<file path="config.mk">
export PLATFORM = sky130hd
export DESIGN_NAME = bus_dma_master
export DESIGN_NICKNAME = d
export VERILOG_FILES = /design/src/rtl/bus_dma_master_pkg.sv /design/src/rtl/bus_dma_master.sv
export SDC_FILE = /design/constraint.sdc
export NUM_CORES = 1
export LEC_CHECK = 0
export CAP_MARGIN = 20
export CORE_ASPECT_RATIO = 0.8
export CORE_UTILIZATION = 44
export CTS_CLUSTER_SIZE = 24
export DETAILED_ROUTE_END_ITERATION = 6
export GPL_TIMING_DRIVEN = 0
export PLACE_DENSITY = 0.7
export SKIP_LAST_GASP = 1
export SYNTH_ARGS = -nofsm -noshare
export SYNTH_HDL_FRONTEND = slang
export SYNTH_SLANG_ARGS = --single-unit
</file>
<file path="constraint.sdc">
create_clock -name clk -period 7.8 [get_ports clk]
set_input_delay 0.78 -clock clk [delete_from_list [all_inputs] [get_ports clk]]
set_output_delay 0.78 -clock clk [all_outputs]
set_load 0.05 [all_outputs]
</file>
<file path="src/rtl/bus_dma_master_pkg.sv">
// Shared bus definitions: control bit positions, command encodings and DMA master states.
// The SRAM controller and arbiter import the same constants.
package bus_dma_master_pkg;

    localparam int unsigned CTRL_RDY = 0;

    localparam logic [7:0] CMD_IDLE  = 8'h00;
    localparam logic [7:0] CMD_READ  = 8'h02;
    localparam logic [7:0] CMD_WRITE = 8'h04;
    localparam logic [7:0] CMD_WDATA = 8'h08;

    typedef enum logic [3:0] {
        S_IDLE    = 4'd0,
        S_RD_REQ  = 4'd1,
        S_RD_ADDR = 4'd2,
        S_RD_WAIT = 4'd3,
        S_WR_REQ  = 4'd4,
        S_WR_ADDR = 4'd5,
        S_WR_DATA = 4'd6,
        S_REL     = 4'd7,
        S_DONE    = 4'd8,
        S_ERR     = 4'd9
    } dma_state_e;

    // States in which the master owns the bus and therefore depends on ack staying high.
    function automatic logic holds_bus(input dma_state_e s);
        return (s == S_RD_ADDR) || (s == S_RD_WAIT) || (s == S_WR_ADDR) || (s == S_WR_DATA);
    endfunction

    // States that wait on slave ready and are guarded by the timeout counter.
    function automatic logic waits_slave(input dma_state_e s);
        return (s == S_RD_WAIT) || (s == S_WR_DATA);
    endfunction

endpackage

</file>
<file path="src/rtl/bus_dma_master.sv">
// Word-copy DMA master on an arbitrated shared bus: one read then one write per word,
// releasing the bus for one cycle after every bus transaction.
module bus_dma_master
    import bus_dma_master_pkg::*;
#(
    parameter int unsigned BUS_WIDTH  = 32,
    parameter int unsigned CTRL_WIDTH = 8,
    parameter int unsigned LEN_WIDTH  = 16,
    parameter int unsigned TIMEOUT    = 255
) (
    input  logic                  clk,
    input  logic                  rst,
    input  logic                  start,
    input  logic [BUS_WIDTH-1:0]  src_addr,
    input  logic [BUS_WIDTH-1:0]  dst_addr,
    input  logic [LEN_WIDTH-1:0]  len,
    output logic                  busy,
    output logic                  done,
    output logic                  error,
    output logic [LEN_WIDTH-1:0]  words_done,
    output logic                  req,
    input  logic                  ack,
    input  logic [BUS_WIDTH-1:0]  bus_in,
    output logic [BUS_WIDTH-1:0]  bus_out,
    input  logic [CTRL_WIDTH-1:0] ctrl_in,
    output logic [CTRL_WIDTH-1:0] ctrl_out
);

    localparam int unsigned TMO_W = (TIMEOUT < 2) ? 1 : $clog2(TIMEOUT);
    localparam logic [TMO_W-1:0] TMO_LAST = TMO_W'(TIMEOUT - 1);

    dma_state_e            state_q;
    logic [BUS_WIDTH-1:0]  src_q;
    logic [BUS_WIDTH-1:0]  dst_q;
    logic [BUS_WIDTH-1:0]  data_q;
    logic [LEN_WIDTH-1:0]  len_q;
    logic [LEN_WIDTH-1:0]  words_q;
    logic [TMO_W-1:0]      tmo_q;
    logic                  wr_phase_q;
    logic                  req_q;
    logic                  busy_q;
    logic                  done_q;
    logic                  error_q;

    logic                  rdy_d;
    logic                  abort_d;
    logic [BUS_WIDTH-1:0]  bus_drv_d;
    logic [CTRL_WIDTH-1:0] ctrl_drv_d;
    logic                  unused_ctrl;

    assign rdy_d       = ctrl_in[CTRL_RDY];
    assign unused_ctrl = ^ctrl_in;

    // Lost grant while owning the bus, or slave silent for TIMEOUT wait cycles.
    assign abort_d = holds_bus(state_q) &&
                     (!ack || (waits_slave(state_q) && !rdy_d && (tmo_q == TMO_LAST)));

    always_comb begin
        bus_drv_d  = '0;
        ctrl_drv_d = '0;
        unique case (state_q)
            S_RD_ADDR: begin
                bus_drv_d  = src_q;
                ctrl_drv_d = CTRL_WIDTH'(CMD_READ);
            end
            S_WR_ADDR: begin
                bus_drv_d  = dst_q;
                ctrl_drv_d = CTRL_WIDTH'(CMD_WRITE);
            end
            S_WR_DATA: begin
                bus_drv_d  = data_q;
                ctrl_drv_d = CTRL_WIDTH'(CMD_WDATA);
            end
            default: begin
                bus_drv_d  = '0;
                ctrl_drv_d = '0;
            end
        endcase
    end

    // Drive is forced to zero the moment the grant disappears.
    assign bus_out    = ack ? bus_drv_d  : '0;
    assign ctrl_out   = ack ? ctrl_drv_d : '0;
    assign req        = req_q;
    assign busy       = busy_q;
    assign done       = done_q;
    assign error      = error_q;
    assign words_done = words_q;

    always_ff @(posedge clk or posedge rst) begin
        if (rst) begin
            state_q    <= S_IDLE;
            src_q      <= '0;
            dst_q      <= '0;
            data_q     <= '0;
            len_q      <= '0;
            words_q    <= '0;
            tmo_q      <= '0;
            wr_phase_q <= 1'b0;
            req_q      <= 1'b0;
            busy_q     <= 1'b0;
            done_q     <= 1'b0;
            error_q    <= 1'b0;
        end else begin
            done_q <= 1'b0;
            if (abort_d) begin
                state_q <= S_ERR;
                req_q   <= 1'b0;
                error_q <= 1'b1;
            end else begin
                unique case (state_q)
                    S_IDLE: begin
                        if (start) begin
                            src_q      <= src_addr;
                            dst_q      <= dst_addr;
                            len_q      <= len;
                            words_q    <= '0;
                            tmo_q      <= '0;
                            wr_phase_q <= 1'b0;
                            error_q    <= 1'b0;
                            busy_q     <= 1'b1;
                            if (len == '0) begin
                                state_q <= S_DONE;
                                done_q  <= 1'b1;
                            end else begin
                                state_q <= S_RD_REQ;
                                req_q   <= 1'b1;
                            end
                        end
                    end
                    S_RD_REQ: begin
                        if (ack) state_q <= S_RD_ADDR;
                    end
                    S_RD_ADDR: begin
                        state_q <= S_RD_WAIT;
                        tmo_q   <= '0;
                    end
                    S_RD_WAIT: begin
                        if (rdy_d) begin
                            data_q     <= bus_in;
                            wr_phase_q <= 1'b1;
                            req_q      <= 1'b0;
                            state_q    <= S_REL;
                        end else begin
                            tmo_q <= tmo_q + TMO_W'(1);
                        end
                    end
                    S_WR_REQ: begin
                        if (ack) state_q <= S_WR_ADDR;
                    end
                    S_WR_ADDR: begin
                        state_q <= S_WR_DATA;
                        tmo_q   <= '0;
                    end
                    S_WR_DATA: begin
                        if (rdy_d) begin
                            src_q      <= src_q + BUS_WIDTH'(1);
                            dst_q      <= dst_q + BUS_WIDTH'(1);
                            words_q    <= words_q + LEN_WIDTH'(1);
                            wr_phase_q <= 1'b0;
                            req_q      <= 1'b0;
                            state_q    <= S_REL;
                        end else begin
                            tmo_q <= tmo_q + TMO_W'(1);
                        end
                    end
                    S_REL: begin
                        if (wr_phase_q) begin
                            state_q <= S_WR_REQ;
                            req_q   <= 1'b1;
                        end else if (words_q < len_q) begin
                            state_q <= S_RD_REQ;
                            req_q   <= 1'b1;
                        end else begin
                            state_q <= S_DONE;
                            done_q  <= 1'b1;
                        end
                    end
                    S_DONE: begin
                        busy_q  <= 1'b0;
                        state_q <= S_IDLE;
                    end
                    S_ERR: begin
                        busy_q  <= 1'b0;
                        state_q <= S_IDLE;
                    end
                    default: begin
                        req_q   <= 1'b0;
                        busy_q  <= 1'b0;
                        state_q <= S_IDLE;
                    end
                endcase
            end
        end
    end

endmodule

</file>
After elaboration in Yosys (flattened, before gate mapping)
Index checks and enable logic that the tools add are counted.
{"block": "word_totals", "ff_bits": 145, "word_cells": 115, "output_inout_bits": 60, "input_bits": 124}
{"block": "classes", "bitwise_logic": 2, "order_cmp": 1, "reduce_logical": 30, "muxes": 45, "n_addsub": 4, "n_eq_ne": 21}
{"operator": "32-bit 2-to-1 mux", "count": 5}
{"operator": "32-bit one-hot mux with 2 select lines", "count": 2}
{"operator": "32-bit one-hot mux with 3 select lines", "count": 1}
{"operator": "32-bit by 1-bit adder with 32-bit output (second input constant)", "count": 2}
{"operator": "16-bit 2-to-1 mux", "count": 2}
{"operator": "4-bit 2-to-1 mux", "count": 8}
{"operator": "16-bit one-hot mux with 2 select lines", "count": 1}
{"operator": "4-bit one-hot mux with 7 select lines", "count": 1}
{"operator": "8-bit 2-to-1 mux", "count": 3}
{"operator": "8-bit one-hot mux with 3 select lines", "count": 1}
{"operator": "16-bit by 1-bit adder with 16-bit output (second input constant)", "count": 1}
{"operator": "4-bit by 3-bit == test with 1-bit output (second input constant)", "count": 4}
{"operator": "16-bit zero test", "count": 1}
{"operator": "16-bit < comparator", "count": 1}
{"operator": "1-bit 2-to-1 mux", "count": 16}
{"operator": "3-bit != test (second input constant)", "count": 4}
{"operator": "4-bit one-hot mux with 3 select lines", "count": 1}
{"operator": "4-bit AND reduction", "count": 3}
{"operator": "5-bit AND reduction", "count": 2}
{"operator": "3-bit AND reduction", "count": 3}
{"operator": "8-bit by 1-bit adder with 8-bit output (second input constant)", "count": 1}
{"operator": "4-bit by 2-bit == test with 1-bit output (second input constant)", "count": 2}
{"operator": "4-bit == test (second input constant)", "count": 2}
{"operator": "8-bit == test (second input constant)", "count": 1}
{"operator": "19 further kinds", "count": 35}

Depth between registers and ports, before layout
Gate-level depths: netlist of the first run.
{"block": "depth", "word_depth": 8, "mapped_depth": 9, "ltp_nobuf": 7}

Least setup slack after synthesis of the first run
OpenSTA, ideal clock, no wires.
{"block": "synth_timing", "path_kind": "in2out", "startpoint": "input ack", "endpoint": "output bus_out[10]", "path_buffers": 2, "arrival_time_ns": 2.430, "stages": 5, "required_time_ns": 7.020, "path_slack_ns": 4.590, "cell_sequence": "clkbuf_1 > a21bo_2 > nand2b_1 > clkbuf_1 > a21oi_1"}
{"block": "synth_between", "elab_chain_cells": 1}
{"element": "start: declaration", "line": "bus_dma_master.sv:22", "source": "input logic ack,"}
{"element": "32-bit 2-to-1 mux", "line": "bus_dma_master.sv:82", "source": "assign bus_out = ack ? bus_drv_d : '0;"}
{"element": "end: declaration", "line": "bus_dma_master.sv:24", "source": "output logic [BUS_WIDTH-1:0] bus_out,"}
No other way between the ends.

Worst setup path after layout of the first run
{"block": "layout_timing", "startpoint": "input ack", "endpoint": "output bus_out[19]"}
The elaborated chain is that of the path after synthesis.

==> impl_metrics.json, run 1 <==
{
  "status": "completed",
  "firstDrtPassIters": 6,
  "rows": 45,
  "ctsHoldBuffers": 0,
  "drt_iter0_drc": 1079,
  "ys_ff_latch": 145,
  "tns_ns": 0,
  "post-route-min-period_ns": 4.82,
  "final_hold_viol_count": 0,
  "synth_top_area_share": 0.411,
  "grt_antenna_before_repair": 0,
  "grt_pass1_vias": 8715,
  "cp-start-kind": "primary input",
  "syn_inst": 1011,
  "clock_latency_ns": 0.44,
  "worst_setup_path_end_kind": "output port",
  "ioPinCount": 184,
  "port_buffers": 170,
  "synthArstFlopShare": 1.00,
  "final_core_util": 0.596,
  "cts_buffers": 17,
  "synth_edf_count": 0,
  "post_cts_buffers": 0,
  "vias": 9270,
  "grt_max_degree": 78,
  "start_util": 0.457,
  "cp.required_ns": 7.02,
  "worst_slew_pin_slew_ns": 0.984,
  "syn_area_um2": 8820,
  "cp_max_fo": 10,
  "ir_worst_vdd_v": 0.000137,
  "period_share": 0.618,
  "die_area_um2": 20600,
  "holdWs_ns": 0.488,
  "multiInputGateArea_um2": 4750,
  "critical_path_class": "in2out",
  "arrival_ns": 4.04,
  "grt_first_pass_wirelength_um": 49000,
  "avgSynthCellArea_um2": 8.73,
  "max_slew_margin": 0.339,
  "clockBufferDepth": 2,
  "crit_slowest_cell": "clkdlybuf4s50_1",
  "cts.clk_slew.worst_paths_ns": 0.06,
  "cts_tree": "built",
  "drive_gt1_frac": 0.0885,
  "regArea_um2": 3630,
  "synth_area_leaders": "dfrtp_1 41%, a21oi_1 5.8%, nand2_1 4.8%, mux2_2 4.1%, nor2_1 3.1%",
  "setup_violations": 0,
  "yosysSeqAreaShare": 0.411,
  "num-fill-cells": 1685,
  "finalWorstSetupSlack_ns": 2.98,
  "power_density_nw_per_um2": 325,
  "ant_nets": 0,
  "leakage_uw": 0.00448,
  "core_region_area_um2": 19300,
  "die_h_um": 129,
  "cts_sinks": 145,
  "h-tree-depth": 4,
  "synth_cell_types": 77,
  "track_usage": 0.309,
  "hpwl_um": 22600,
  "syn_to_final_growth_pct": 30.5,
  "routabilityCongestion": 0.948,
  "route.detailed.drc": 0,
  "synth_flop_cell": "dfrtp_1",
  "rrSetupSlack_ns": 4.84,
  "finClkSkew_ns": 0.0117,
  "finalNetCount": 1351,
  "drt-wirelength-per-cell_um": 21.2,
  "wirelength_um": 31400,
  "cpPeakStageDelay_ns": 0.83,
  "rsz0062_at_grt": "false",
  "slew_viol_final": 0,
  "synthTopCellsByCount": "145 x dfrtp_1, 112 x nand2_1, 103 x a21oi_1",
  "synth_top_area_cell": "dfrtp_1",
  "dieWidth_um": 160,
  "hold_path.class": "reg2reg",
  "yosysWarnings": 0,
  "cts-root-buf": "clkbuf_16",
  "post_drt_via_cell_ratio": 6.27,
  "grt_overflow": 0,
  "cp_cell_sequence": "clkdlybuf4s50_1 > clkbuf_1 > a21bo_2 > nand2b_1 > clkbuf_1 > a21oi_1 > clkdlybuf4s50_1",
  "pre_cts_ws_ns": 3.16,
  "synth.most_common_cell": "dfrtp_1",
  "cts-resized-gates": 0,
  "cap_viol_max_count": 0,
  "fmax_ghz": 0.208
}
cell families after synthesis:
kind of cell / share of synthesized area
mux: 0.0431
fa+ha+maj: 0.0284
buf+inv: 0.0517
simple gates: 0.210
compound gates: 0.242
xor+xnor: 0.0129
flops: 0.411
other cells: 0.000425
critical path: cells and delay by family:
kind | cells | cell delay, ns
simple gates | 1 | 0.47
buf+inv | 4 | 2.25
compound gates | 2 | 0.54
stage by stage:
stage	cell area, µm²	std cells	total power, µW
detailed placement	10900	1444	2830
floorplan	8840	1015	2320
global route	11500	1478	3950
global placement	10900	1443	2790
finish	11500	1479	3740
CTS	11500	1476	3680
state kept, by name (all words and copies together) (netlist names):
signal / cells
data_q: 32
dst_q: 32
src_q: 32
len_q: 16
words_done: 16
tmo_q: 8
state_q: 4
busy: 1
done: 1
error: 1
req: 1
wr_phase_q: 1
path summary, 6_finish.rpt:
| path | startpoint | to | cells past startpoint |
|---|---|---|---|
| worst max-delay path | ack | bus_out[19] | 7 |
| worst min-delay path | error | error | 1 |
| worst max register to register | state_q[1] | dst_q[2] | 7 |
| worst min register to register | error | error | 1 |
| max in group asynchronous | rst | busy | 3 |
| min in group asynchronous | rst | len_q[8] | 2 |
placed cells by master, fill, tap and decap left out, types with 5 or more instances in the layout:
master           count
a211oi_1             6
a21oi_1            103
a22oi_1             34
a2bb2oi_1           14
a311oi_1             6
a31oi_1             10
and2_1              12
and3_1              23
and4_1              10
buf_1               12
buf_2               14
buf_4                5
clkbuf_1            48
clkbuf_16           17
clkdlybuf4s50_1    170
conb_1               5
dfrtp_1            145
ha_1                20
inv_1               25
inv_6                5
mux2_2              32
nand2_1            112
nand2b_1            10
nand3_1             51
nand4_1             23
nor2_1              74
nor3_1               9
nor4_1              15
o21ai_0             45
o221a_2              8
o22a_1              11
o22ai_1             14
o31ai_1              8
o32ai_1              6
or3_1                7
or4_1                5
xnor2_1             12
power by group:
part | switching, µW | leakage (µW) | total [µW] | internal, µW
clock | 361 | 0.000291 | 855 | 493
combinational | 925 | 0.00245 | 1530 | 603
sequential | 298 | 0.00174 | 1360 | 1060
total | 1580 | 0.00448 | 3740 | 2160
final cells by class:
cell class              instances  area share
flip-flops and latches        145       0.315
inverters                      27     0.00924
plain buffers                  81      0.0309
well taps                     258      0.0280
clock inverters                13      0.0130
multi-input cells             762       0.413
clock buffers                  19      0.0393
diodes                          1    0.000217
repair buffers                173       0.151
metal layers:
metal / vias to the layer above / global-route usage / routed length (µm)
met5: - / 0 / 0
met4: 0 / 0.110 / 744
met3: 66 / 0.0922 / 3950
met2: 602 / 0.437 / 13100
met1: 4440 / 0.445 / 13600
li1: 4162 / - / -
(Power assumes the default switching activity.)
==> inputs of run 2 (changes only) <==
--- a/config.mk
+++ b/config.mk
@@ -11,7 +11,7 @@
 export CTS_CLUSTER_SIZE = 24
 export DETAILED_ROUTE_END_ITERATION = 6
 export GPL_TIMING_DRIVEN = 0
-export PLACE_DENSITY = 0.7
+export PLACE_DENSITY = 0.73
 export SKIP_LAST_GASP = 1
 export SYNTH_ARGS = -nofsm -noshare
 export SYNTH_HDL_FRONTEND = slang
==> constraint.sdc (replaced) <==
create_clock -name clk -period 3.9 [get_ports clk]
set_input_delay 0.39 -clock clk [delete_from_list [all_inputs] [get_ports clk]]
set_output_delay 0.39 -clock clk [all_outputs]
set_load 0.05 [all_outputs]
==> impl_metrics.json, run 2 (same netlist as run 1, synthesis figures left out) <==
{
  "routabilityCongestion": 0.977,
  "place_inst": 1447,
  "die_h_um": 129,
  "grt_overflow": 0,
  "cp-startpoint": "ack",
  "critical_path_class": "in2out",
  "reg2reg_depth": 6,
  "rows": 45,
  "final_cell_mix": "145 x dfrtp_1, 141 x clkdlybuf4s50_1, 112 x nand2_1",
  "vias": 9227,
  "rrSetupSlack_ns": 0.93,
  "post_drt_via_cell_ratio": 6.23,
  "critical_path_buf_inv_count": 4,
  "arrival_ns": 3.36,
  "final_hold_viol_count": 0,
  "track_usage": 0.305,
  "ant_nets": 0,
  "h-tree-depth": 4,
  "cts_sinks": 145,
  "ctsHoldBuffers": 0,
  "hpwl_um": 22800,
  "post-route-min-period_ns": 3.75,
  "hold_path.class": "in2async",
  "setup_violations": 0,
  "placed_area_um2": 10900,
  "crit_top_cell": "clkdlybuf4s50_1",
  "syn_to_final_growth_pct": 32.2,
  "leakage_uw": 0.00497,
  "met1_usage": 0.430,
  "cts_tree": "built",
  "drive_gt1_frac": 0.0966,
  "cap_viol_max_count": 0,
  "grt_max_degree": 40,
  "grt_first_pass_wirelength_um": 48100,
  "firstDrtPassIters": 6,
  "rsz0062_at_grt": "false",
  "grtUsageMet3": 0.0945,
  "port_buffers": 170,
  "post_cts_buffers": 0,
  "final_core_util": 0.604,
  "wirelength_um": 31200,
  "crit_slowest_cell": "clkdlybuf4s50_1",
  "cp_max_fo": 10,
  "worstReg2RegEnd": "data_q[13]",
  "worst_slew_pin_slew_ns": 0.911,
  "worst_setup_path_end_kind": "output port",
  "power_density_nw_per_um2": 651,
  "cts.clk_slew.worst_paths_ns": 0.06,
  "cts-resized-gates": 14,
  "grt_pass1_vias": 8657,
  "timing.rr.start": "state_q[0]",
  "cts-root-buf": "clkbuf_16",
  "core_region_area_um2": 19300,
  "status": "completed",
  "die_area_um2": 20600,
  "fin_area_um2": 11700,
  "max_slew_margin": 0.393,
  "clockBufferDepth": 2,
  "slew_viol_final": 0,
  "pre_cts_ws_ns": 0.0280,
  "dieWidth_um": 160,
  "cp_cell_sequence": "clkdlybuf4s50_1 > clkbuf_2 > a21bo_2 > nand2b_1 > clkbuf_1 > a21oi_1 > clkdlybuf4s50_1",
  "grt_antenna_before_repair": 1,
  "route.detailed.drc": 0,
  "start_util": 0.457,
  "grt.busiest_layer": "met2",
  "finalNetCount": 1352,
  "cpPeakStageDelay_ns": 0.82,
  "met2_usage": 0.435,
  "period_share": 0.960,
  "ioPinCount": 184,
  "ir_worst_vdd_v": 0.000342,
  "clock_latency_ns": 0.44,
  "finalWorstSetupSlack_ns": 0.155,
  "drt-wirelength-per-cell_um": 21.1,
  "finClkSkew_ns": 0.0116,
  "cp.required_ns": 3.51,
  "layout_commonest_cell": "dfrtp_1",
  "largestRegisters": "data_q x32, dst_q x32, src_q x32",
  "cts_buffers": 17,
  "drt_iter0_drc": 1071,
  "fmax_ghz": 0.267,
  "holdWs_ns": 0.351,
  "cp-start-kind": "primary input",
  "cp_top_family": "buffers and inverters",
  "final_cells": 1480
}
-- run 2: cell types whose count changed in the layout (fill, tap and decap cells not counted), moves of 2 or more --
cell,change
clkbuf_1,-6
dlymetal6s2s_1,+20
bufinv_16,+2
clkbuf_2,+6
buf_1,-2
buf_12,+4
clkdlybuf4s50_1,-29
dlygate4sd2_1,+9
-- run 2: cell type report --
class                      count  area, µm²
clock buffer                  19        453
multi-input combinational    762       4770
fill                        1718       7650
tap                          258        323
inverter                      27        105
buffer                        80        360
antenna                        1       2.50
clock inverter                13        199
timing repair buffer         175       1830
sequential                   145       3630
-- run 2: worst reg2reg max path, delay by kind of cell (launching register included) --
family / cells / cell delay [ns]
flip-flops: 1 / 0.42
buffers and inverters: 3 / 1.30
AND/OR/NAND/NOR: 2 / 0.72
multiplexers: 1 / 0.42
-- run 2: worst max path at each step --
stage | end | slack [ns] | cells past startpoint
after global routing | bus_out[1] | 0.08 | 7
after CTS | bus_out[18] | -0.08 | 7
after detailed placement | bus_out[16] | 0.03 | 7
final | bus_out[1] | 0.15 | 7
after floorplan | bus_out[10] | 1.14 | 6
after global placement | bus_out[17] | -0.06 | 7
-- run 2: through the flow --
step / power, µW / setup TNS (ns)
2_1_floorplan: 4630 / 0
6_report: 7600 / 0
4_1_cts: 7490 / -0.229
5_1_grt: 8000 / 0
3_3_place_gp: 5570 / -0.346
3_5_place_dp: 5660 / 0
-- run 2: power by group --
group	total, µW	switching (µW)	internal, µW
Combinational	3060	1850	1210
Sequential	2720	596	2120
Clock	1820	704	1120
Total	7600	3150	4450
-- run 2: per-layer routing --
metal	share of wire	vias up
li1	-	4154
met1	0.43	4393
met2	0.41	596
met3	0.13	84
met4	0.033	0
met5	0	-
==> inputs of run 3 (changes only) <==
--- a/config.mk
+++ b/config.mk
@@ -13,6 +13,7 @@
 export GPL_TIMING_DRIVEN = 0
 export PLACE_DENSITY = 0.73
 export SKIP_LAST_GASP = 1
+export SLEW_MARGIN = 0
 export SYNTH_ARGS = -nofsm -noshare
 export SYNTH_HDL_FRONTEND = slang
 export SYNTH_SLANG_ARGS = --single-unit
==> results of run 3 <==
The final DEF is identical to that of run 2; final timing and power are the same.
